<file path="config.mk">
export PLATFORM = sky130hd
export DESIGN_NAME = parking_gate_controller_flat
export DESIGN_NICKNAME = d
export VERILOG_FILES = /design/src/rtl/parking_gate_controller_if.sv /design/src/rtl/parking_gate_controller.sv /design/src/flat_wrapper.sv
export SDC_FILE = /design/constraint.sdc
export NUM_CORES = 1
export LEC_CHECK = 0
export BUFFER_PORTS_ARGS = -buffer_cell sky130_fd_sc_hd__buf_2
export CELL_PAD_IN_SITES_DETAIL_PLACEMENT = 1
export CELL_PAD_IN_SITES_GLOBAL_PLACEMENT = 1
export CORE_MARGIN = 3
export CORE_UTILIZATION = 28
export DETAILED_ROUTE_END_ITERATION = 6
export MAX_ROUTING_LAYER = met4
export PLACE_DENSITY_LB_ADDON = 0.1
export SYNTH_ARGS = -nofsm -noshare
export SYNTH_HDL_FRONTEND = slang
export SYNTH_SLANG_ARGS = --single-unit
</file>
<file path="constraint.sdc">
create_clock -name CLK -period 2.1 [get_ports CLK]
set_clock_uncertainty 0.05 [all_clocks]
set_input_delay 0.105 -clock CLK [delete_from_list [all_inputs] [get_ports CLK]]
set_output_delay 0.105 -clock CLK [all_outputs]
set_load 0.01 [all_outputs]
</file>
<file path="src/rtl/parking_gate_controller_if.sv">
// Request/spot-register bundle for the parking gate controller.
// master = request side and spot register model, slave = controller.
interface parking_gate_controller_if;
   logic       car_in;
   logic       car_out;
   logic [1:0] out_spot;
   logic [3:0] E;
   logic [3:0] F;
   logic       En;
   logic       make_entry;
   logic [1:0] sel;
   logic       gate_open;
   logic [1:0] spot_id;
   logic       accept;
   logic       reject;
   logic       lot_full;
   logic [2:0] count;

   modport master (
      output car_in, car_out, out_spot, E, F,
      input  En, make_entry, sel, gate_open, spot_id, accept, reject, lot_full, count
   );

   modport slave (
      input  car_in, car_out, out_spot, E, F,
      output En, make_entry, sel, gate_open, spot_id, accept, reject, lot_full, count
   );
endinterface

</file>
<file path="src/rtl/parking_gate_controller.sv">
// Entry/exit sequencer for the 4-spot register: accept at n+1, write strobe at n+2, gate n+3..n+2+GATE_CYCLES.
// No backpressure: requests are only sampled in IDLE; requesters hold or re-present them.
module parking_gate_controller #(
   parameter int GATE_CYCLES = 8,
   parameter int NUM_SPOTS   = 4
) (
   input  logic                      CLK,
   input  logic                      RST,
   parking_gate_controller_if.slave  bus
);

   localparam int GW = (GATE_CYCLES < 1) ? 1 : $clog2(GATE_CYCLES + 1);

   typedef enum logic [1:0] {
      IDLE     = 2'd0,
      ENTRY_WR = 2'd1,
      EXIT_WR  = 2'd2,
      GATE     = 2'd3
   } state_t;

   state_t          state_q, state_d;
   logic            en_q, en_d;
   logic            make_entry_q, make_entry_d;
   logic [1:0]      sel_q, sel_d;
   logic            gate_open_q, gate_open_d;
   logic [1:0]      spot_id_q, spot_id_d;
   logic            accept_q, accept_d;
   logic            reject_q, reject_d;
   logic [2:0]      count_q, count_d;
   logic [GW-1:0]   gate_cnt_q, gate_cnt_d;

   logic            free_any;
   logic [1:0]      free_idx;

   // Lowest-numbered free spot wins: scan from the top so index 0 overrides last.
   always_comb begin
      free_any = |bus.E;
      free_idx = 2'd0;
      for (int i = NUM_SPOTS - 1; i >= 0; i--) begin
         if (bus.E[i]) begin
            free_idx = 2'(i);
         end
      end
   end

   always_comb begin
      state_d      = state_q;
      en_d         = 1'b0;
      make_entry_d = 1'b0;
      sel_d        = sel_q;
      gate_open_d  = 1'b0;
      spot_id_d    = spot_id_q;
      accept_d     = 1'b0;
      reject_d     = 1'b0;
      count_d      = count_q;
      gate_cnt_d   = gate_cnt_q;

      case (state_q)
         IDLE: begin
            // Exit has priority; a concurrent entry is simply seen again on the next IDLE.
            if (bus.car_out) begin
               if (bus.F[bus.out_spot]) begin
                  sel_d    = bus.out_spot;
                  accept_d = 1'b1;
                  state_d  = EXIT_WR;
               end else begin
                  reject_d = 1'b1;
               end
            end else if (bus.car_in) begin
               if (free_any) begin
                  sel_d     = free_idx;
                  spot_id_d = free_idx;
                  accept_d  = 1'b1;
                  state_d   = ENTRY_WR;
               end else begin
                  reject_d = 1'b1;
               end
            end
         end

         ENTRY_WR: begin
            en_d         = 1'b1;
            make_entry_d = 1'b1;
            if (count_q < 3'(NUM_SPOTS)) begin
               count_d = count_q + 3'd1;
            end
            gate_cnt_d = GW'(GATE_CYCLES);
            state_d    = GATE;
         end

         EXIT_WR: begin
            en_d = 1'b1;
            if (count_q != 3'd0) begin
               count_d = count_q - 3'd1;
            end
            gate_cnt_d = GW'(GATE_CYCLES);
            state_d    = GATE;
         end

         GATE: begin
            if (gate_cnt_q != '0) begin
               gate_open_d = 1'b1;
               gate_cnt_d  = gate_cnt_q - GW'(1);
            end else begin
               state_d = IDLE;
            end
         end

         default: begin
            state_d = IDLE;
         end
      endcase
   end

   always_ff @(posedge CLK) begin
      if (RST) begin
         state_q      <= IDLE;
         en_q         <= 1'b0;
         make_entry_q <= 1'b0;
         sel_q        <= 2'd0;
         gate_open_q  <= 1'b0;
         spot_id_q    <= 2'd0;
         accept_q     <= 1'b0;
         reject_q     <= 1'b0;
         count_q      <= 3'd0;
         gate_cnt_q   <= '0;
      end else begin
         state_q      <= state_d;
         en_q         <= en_d;
         make_entry_q <= make_entry_d;
         sel_q        <= sel_d;
         gate_open_q  <= gate_open_d;
         spot_id_q    <= spot_id_d;
         accept_q     <= accept_d;
         reject_q     <= reject_d;
         count_q      <= count_d;
         gate_cnt_q   <= gate_cnt_d;
      end
   end

   assign bus.En         = en_q;
   assign bus.make_entry = make_entry_q;
   assign bus.sel        = sel_q;
   assign bus.gate_open  = gate_open_q;
   assign bus.spot_id    = spot_id_q;
   assign bus.accept     = accept_q;
   assign bus.reject     = reject_q;
   assign bus.count      = count_q;
   assign bus.lot_full   = (count_q == 3'(NUM_SPOTS));

endmodule

</file>
<file path="src/flat_wrapper.sv">
// flat-port wrapper written by rule: the top's interface ports become plain ports
module parking_gate_controller_flat 
#(
   parameter int GATE_CYCLES = 8,
   parameter int NUM_SPOTS   = 4
)
  (CLK, RST, bus_car_in, bus_car_out, bus_out_spot, bus_E, bus_F, bus_En, bus_make_entry, bus_sel, bus_gate_open, bus_spot_id, bus_accept, bus_reject, bus_lot_full, bus_count);
  parking_gate_controller_if bus_i ();
  input  logic CLK;
  input  logic RST;
  input wire logic [$bits(bus_i.car_in)-1:0] bus_car_in;
  input wire logic [$bits(bus_i.car_out)-1:0] bus_car_out;
  input wire logic [$bits(bus_i.out_spot)-1:0] bus_out_spot;
  input wire logic [$bits(bus_i.E)-1:0] bus_E;
  input wire logic [$bits(bus_i.F)-1:0] bus_F;
  output wire logic [$bits(bus_i.En)-1:0] bus_En;
  output wire logic [$bits(bus_i.make_entry)-1:0] bus_make_entry;
  output wire logic [$bits(bus_i.sel)-1:0] bus_sel;
  output wire logic [$bits(bus_i.gate_open)-1:0] bus_gate_open;
  output wire logic [$bits(bus_i.spot_id)-1:0] bus_spot_id;
  output wire logic [$bits(bus_i.accept)-1:0] bus_accept;
  output wire logic [$bits(bus_i.reject)-1:0] bus_reject;
  output wire logic [$bits(bus_i.lot_full)-1:0] bus_lot_full;
  output wire logic [$bits(bus_i.count)-1:0] bus_count;
  assign bus_i.car_in = bus_car_in;
  assign bus_i.car_out = bus_car_out;
  assign bus_i.out_spot = bus_out_spot;
  assign bus_i.E = bus_E;
  assign bus_i.F = bus_F;
  assign bus_En = bus_i.En;
  assign bus_make_entry = bus_i.make_entry;
  assign bus_sel = bus_i.sel;
  assign bus_gate_open = bus_i.gate_open;
  assign bus_spot_id = bus_i.spot_id;
  assign bus_accept = bus_i.accept;
  assign bus_reject = bus_i.reject;
  assign bus_lot_full = bus_i.lot_full;
  assign bus_count = bus_i.count;
  parking_gate_controller #(.GATE_CYCLES(GATE_CYCLES), .NUM_SPOTS(NUM_SPOTS)) u_core (.CLK(CLK), .RST(RST), .bus(bus_i));
endmodule
</file>
==> results of run 1 <==
-- power groups by stage --
stage,Combinational [mW],Clock [mW],Sequential (mW)
2_1_floorplan,0.380,0,0.510
3_3_place_gp,0.576,0,0.490
3_5_place_dp,0.588,0,0.494
4_1_cts,0.593,0.229,0.485
5_1_grt,0.686,0.245,0.499
6_report,0.602,0.221,0.485
-- per-stage QoR --
| stage | hold slack [ns] | instance area [sq um] |
|---|---|---|
| 2_1_floorplan | 0.241 | 992 |
| 3_3_place_gp | 0.395 | 1180 |
| 3_5_place_dp | 0.396 | 1180 |
| 4_1_cts | 0.126 | 1220 |
| 5_1_grt | 0.131 | 1240 |
| 6_report | 0.126 | 1240 |
-- worst max-delay path by stage --
stage,startpoint,to,slack [ns],depth (start not counted)
floorplan,u_core.state_q[0],u_core.bus.count[2],0.10,8
global placement,u_core.state_q[0],u_core.bus.count[2],0.12,8
detailed placement,u_core.state_q[0],u_core.bus.count[2],0.03,8
CTS,u_core.state_q[0],u_core.bus.count[2],0.01,8
global route,u_core.state_q[0],u_core.bus.count[2],-0.009,8
finish,u_core.state_q[0],u_core.bus.count[2],0.11,8
-- sequential cells by signal, indices dropped and copies added (netlist names) --
signal                 flops
u_core.bus.gate_open       1
u_core.state_q             2
u_core.bus.reject          1
u_core.gate_cnt_q          4
u_core.bus.accept          1
u_core.bus.make_entry      1
u_core.bus.En              1
u_core.bus.sel             2
u_core.bus.count           3
u_core.bus.spot_id         2
-- cell type report --
cell class | count | area, sq um | share of cell area
inverters | 10 | 37.5 | 0.0303
multi-input cells | 81 | 597 | 0.481
repair buffers | 29 | 153 | 0.123
flip-flops and latches | 18 | 362 | 0.292
well taps | 44 | 55.1 | 0.0444
clock buffers | 4 | 36.3 | 0.0293
-- synthesized netlist by cell type, types with 2 or more instances --
master    number
nand3_1        3
nor3_1         5
a221oi_1       3
a21oi_1        6
nand2_1        6
nand2b_1       4
mux2i_1        3
mux2_2         3
dfxtp_1       18
inv_1         10
and2_1         2
clkbuf_1       2
xor2_1         3
ha_1           9
a211oi_1       4
nor2b_1        6
nor2_1        10
-- layer usage --
| metal | up-vias | track usage |
|---|---|---|
| met2 | 16 | 0.187 |
| li1 | 452 | - |
| met5 | - | - |
| met1 | 406 | 0.147 |
| met4 | 0 | 0.0311 |
| met3 | 2 | 0.0359 |
-- cells by family after synthesis --
family / share of synthesized area
and+or+nand+nor: 0.237
AOI/OAI and AO/OA: 0.141
DFF: 0.363
buffers and inverters: 0.0454
adders and majority gates: 0.113
muxes: 0.0643
xor gates and xnor gates: 0.0353
-- what timing repair did --
item	CTS	global route
setup buffers	0	1
resized for setup	0	4
endpoints found under the setup margin	0	1
==> metrics.csv, run 1 <==
stage;metric;value;unit
place;Post-Place Cells;181;
finish;Layout Cells excl Fill;186;
sta;Period minus WS final;1.99;ns
critical_path;CP bufs+invs;1;
place;port bufs;26;
yosys;Cells after Synth;111;
hold_path;Endpoint, Worst Hold;u_core.bus.spot_id[0];
clock_network;maximum clock insertion buffer count;2;
critical_path;cells on worst reg2reg path;8;
finish;share of layout cells above drive strength 1;0.317;
pwr;Comb pwr share;0.460;
floorplanning;Initial Util;0.310;
grt;Global Route Usage Sum;0.118;
clock_network;clock root cell;clkbuf_4;
yosys;cell taking the most area after synthesis;dfxtp_1;
yosys;Post-synth top flop;dfxtp_1;
pwr;Net Sw Power;501;uW
sta;fmax;501;MHz
finish;final net count;166;
hold_path;HP Class;in -> reg;
detailed_routing;WL/cell;12.2;um
pwr;Total Power;1.31;mW
sta;final critical-path setup slack;0.105;ns
critical_path;Critical Path RT;2.24;ns
critical_path;Max Fanout on Critical Path;3;
sta;Final Cycle Share;0.950;
detailed_routing;final wirelength;2270;um
critical_path;Setup CP Type;reg -> reg;
critical_path;reg2reg setup slack;0.11;ns
pwr;Peak VDD IR;0.000444;V
sta;slew margin rel.;0.580;
clock_network;worst skew pair latency;0.30;ns
status;outcome;completed;
clock_network;clock-pin transition on the worst setup and hold timing paths;0.11;ns
yosys;Avg Cell Area, Syn;8.94;sq um
pwr;Clock power frac;0.169;
clock_network;Sinks on Clock Net;18;
clock_network;TritonCTS Buffers;3;
detailed_routing;First-pass DRT Iterations;4;
grt;grt total ovfl;0;
grt;antenna violations before repair;0;
finish;area grow syn2layout;25.0;%
pwr;sw frac;0.383;
critical_path;Crit-path slowest cell;or3b_2;
detailed_routing;vias post-DR;876;
grt;vias in the first global route;874;
clock_network;CTS tree;yes;
pwr;Int Pwr;807;uW
detailed_routing;wl on met1;1100;um
yosys;synth warn;0;
yosys;post-synthesis sequential area ratio;0.363;
sta;hold violation total from the final report;0;
yosys;post-synth cell types;31;
finish;most common cell after layout, fill and taps aside;buf_2;
pwr;Cell Pwr Density;1050;nW/um^2
detailed_routing;final antenna-violating net count;0;
detailed_routing;met2 WL;1050;um
clock_network;H-Tree Depth;1;
sta;max-slew violations;0;
critical_path;CP endpoint kind;register;
place;placer congestion estimate;0.760;
critical_path;Worst R2R Start;u_core.state_q[0];
critical_path;delay-heaviest family, CP;simple AND/OR/NAND/NOR gates;
clock_network;cts hold-fix bufs;0;
finish;commonest non-fill, non-tap cells in the layout;26 x buf_2, 17 x dfxtp_1, 10 x inv_1, 10 x nor2_1, 7 x ha_1;
job;Max Cap Viol;0;
critical_path;R2R Path End;u_core.bus.count[2];
grt;largest net degree at the start of global routing;19;
yosys;synthesized flop and latch total;18;
detailed_routing;drt via density;4.71;
floorplanning;core area;3200;sq um
yosys;Synth async-reset ratio;0;
critical_path;Critical Path Most Common Cell;ha_2;
critical_path;crit start category;register;
grt;first-pass GRT wire length;3860;um
sta;setup TNS;0;ns
place;Post-DP HPWL;1750;um
detailed_routing;DRC;0;
yosys;Yosys top cell area share;0.363;
critical_path;WP data arrival;2.13;ns
hold_path;hold_sp;RST;
hold_path;WHS Path Cells;2;
detailed_routing;DR top layer;met4;
yosys;post-synthesis net count;134;
floorplanning;die area;4290;sq um
yosys;synthesized cell area;992;sq um
floorplanning;Die X;65.5;um
finish;FILL cells;409;
critical_path;max incr delay on CP;0.45;ns
detailed_routing;Iter 0 DRT Violations;24;
pwr;Leakage Power;0.571;nW
sta;actual slew at the worst max-slew pin;0.622;ns
pwr;sequential share of power;0.371;
detailed_routing;met3 WL;103;um
yosys;EDFF count, synth;0;
sta;Setup Viol. Count Final;0;
finish;Ant. Diodes;0;
floorplanning;die height;65.5;um
floorplanning;Site Rows;20;
yosys;synth top area cells;dfxtp_1 36%, ha_1 11%, inv_1 3.8%, nor2_1 3.8%, nor2b_1 3.8%;
finish;Core Util, Final;0.387;
critical_path;crit-path cells;inv_1 > ha_2 > xor2_1 > ha_2 > or3b_2 > a211oi_2 > xnor2_1 > nor2_1;
place;Setup WS pre-CTS;0.0339;ns
floorplanning;IO Count;27;
Note: power is estimated with default switching activity, not from simulation.
==> run 2: changes to the inputs <==
CELL_PAD_IN_SITES_DETAIL_PLACEMENT = 0   (was 1)
==> run 2 against run 1 <==
Hold slack improved by 0.0027 ns. Wire length down 9.8%. Worst setup slack improved by 0.046 ns. Fmax increased by 2.4%. Die area is the same. Flip-flop and latch count did not move. Sequential power about the same. Cell count decreased by 0.54%. Combinational power is 3% lower. Clock power is 3% lower. Critical endpoint unchanged. Largest power group unchanged. Highest routed layer unchanged.
==> metrics.csv, run 2 (synthesis gave the netlist of run 1 again) <==
stage;metric;value;unit;change
sta;Period minus WS final;1.95;ns;-0.0459 ns
critical_path;Max Fanout on Critical Path;3;;unchanged
finish;Core Util, Final;0.385;;-0.00234
floorplanning;die area;4290;sq um;unchanged
critical_path;Worst R2R Start;u_core.state_q[0];;
grt;grt total ovfl;0;;unchanged
grt;antenna violations before repair;0;;unchanged
sta;hold violation total from the final report;0;;unchanged
clock_network;maximum clock insertion buffer count;2;;unchanged
clock_network;Sinks on Clock Net;18;;unchanged
sta;final critical-path setup slack;0.151;ns;+0.0459 ns
sta;Final Cycle Share;0.928;;-0.0218
critical_path;Critical Path RT;2.23;ns;about the same
critical_path;max incr delay on CP;0.45;ns;about the same
sta;RSZ-0062 raised after global routing;false;;
clock_network;worst skew pair latency;0.29;ns;about the same
clock_network;cells resized by post-CTS repair;0;;unchanged
sta;slew margin rel.;0.582;;+0.00210
clock_network;clock-pin transition on the worst setup and hold timing paths;0.10;ns;about the same
pwr;Peak VDD IR;0.000353;V;-21%
critical_path;CP startpoint;u_core.state_q[0];;
finish;final net count;165;;-0.60%
critical_path;CP endpoint kind;register;;
detailed_routing;Iter 0 DRT Violations;26;;+8.3%
hold_path;hold_sp;RST;;
critical_path;CP bufs+invs;1;;unchanged
detailed_routing;WL/cell;11.1;um;-9.3%
place;Setup WS pre-CTS;0.0519;ns;+0.0180 ns
detailed_routing;DRC;0;;unchanged
critical_path;crit-path cells;inv_1 > ha_2 > xor2_1 > ha_2 > or3b_2 > a211oi_2 > xnor2_1 > nor2_1;;
detailed_routing;vias post-DR;862;;-1.6%
floorplanning;Initial Util;0.310;;unchanged
floorplanning;Die X;65.5;um;unchanged
detailed_routing;drt via density;4.66;;-1.1%
clock_network;CTS tree;yes;;
floorplanning;Site Rows;20;;unchanged
sta;actual slew at the worst max-slew pin;0.619;ns;-0.00310 ns
finish;Ant. Diodes;0;;unchanged
sta;fmax;513;MHz;+2.4%
finish;commonest non-fill, non-tap cells in the layout;26 x buf_2, 17 x dfxtp_1, 10 x inv_1, 10 x nor2_1, 7 x ha_1;;
hold_path;HP Class;in -> reg;;
clock_network;H-Tree Depth;1;;unchanged
detailed_routing;First-pass DRT Iterations;4;;unchanged
grt;Global Route Usage Sum;0.108;;-0.0110
finish;Largest register FFs;4;;unchanged
finish;Most flops, register;u_core.gate_cnt_q;;
critical_path;Critical Path Most Common Cell;ha_2;;
critical_path;Setup CP Type;reg -> reg;;
sta;setup TNS;0;ns;unchanged
clock_network;clock root cell;clkbuf_4;;
place;Post-DP HPWL;1590;um;-9.2%
place;placer congestion estimate;0.760;;unchanged
detailed_routing;final antenna-violating net count;0;;unchanged
clock_network;cts hold-fix bufs;0;;unchanged
sta;max-slew violations;0;;unchanged
critical_path;Crit-path slowest cell;or3b_2;;
sta;WHS;0.128;ns;+0.00267 ns
floorplanning;die height;65.5;um;unchanged
critical_path;delay-heaviest family, CP;simple AND/OR/NAND/NOR gates;;
sta;Setup Viol. Count Final;0;;unchanged
critical_path;WP data arrival;2.08;ns;-0.05 ns
clock_network;TritonCTS Buffers;3;;unchanged
place;port bufs;26;;unchanged
grt;vias in the first global route;835;;-4.5%
critical_path;crit start category;register;;
floorplanning;IO Count;27;;unchanged
finish;area grow syn2layout;24.2;%;
detailed_routing;final wirelength;2050;um;-9.8%
finish;most common cell after layout, fill and taps aside;buf_2;;
pwr;Cell Pwr Density;1040;nW/um^2;-1.0%
clock_network;Post-CTS Setup Bufs;0;;unchanged
grt;first-pass GRT wire length;3510;um;-9.3%
pwr;Leakage Power;0.566;nW;-0.91%
finish;share of layout cells above drive strength 1;0.312;;-0.00484
grt;largest net degree at the start of global routing;19;;unchanged
status;outcome;completed;;
floorplanning;core area;3200;sq um;unchanged
job;Max Cap Viol;0;;unchanged
[run 2: cell count changes in the layout (fill, tap and decap cells not counted), sizes merged]
cell  change
buf       -1
[run 2: final timing paths]
path / end / slack [ns] / cells after the start
max: u_core.bus.count[2] / 0.15 / 8
min: u_core.bus.count[0] / 0.13 / 2
max reg2reg: u_core.bus.count[2] / 0.15 / 8
min reg2reg: u_core.bus.sel[1] / 0.41 / 2
[run 2: per-stage QoR]
stage                     std cells  area, sq um  power [mW]
final                           185         1230        1.29
after global routing            185         1230        1.41
after global placement          181         1180        1.07
after floorplan                 111          992       0.890
after detailed placement        181         1180        1.07
after CTS                       185         1220        1.29
[run 2: cell type report]
class / instances / area [sq um]
multi-input combinational: 81 / 597
inverter: 10 / 37.5
tap: 44 / 55.1
timing repair buffer: 28 / 145
clock buffer: 4 / 36.3
sequential: 18 / 362
fill: 359 / 1970
[run 2: layer usage]
| metal | vias to the layer above | GRT usage | wire [um] | part of all wire |
|---|---|---|---|---|
| li1 | 447 | - | - | - |
| met4 | 0 | 0.0311 | 19 | 0.0093 |
| met2 | 18 | 0.171 | 931 | 0.46 |
| met5 | - | - | 0 | 0 |
| met1 | 395 | 0.127 | 984 | 0.48 |
| met3 | 2 | 0.0410 | 110 | 0.054 |
[run 2: report_power, final]
part           internal (mW)  total, mW  leakage, nW  switching, mW
clock                  0.106      0.215       0.0210          0.109
combinational          0.272      0.585        0.397          0.313
sequential             0.423      0.486        0.148         0.0623
total                  0.801       1.29        0.566          0.485
[run 2: worst register-to-register path, stage by stage (launching register included)]
cell,delay [ns]
dfxtp_2,0.36
inv_1,0.06
ha_2,0.19
xor2_1,0.14
ha_2,0.18
or3b_2,0.45
a211oi_2,0.24
xnor2_1,0.14
nor2_1,0.05
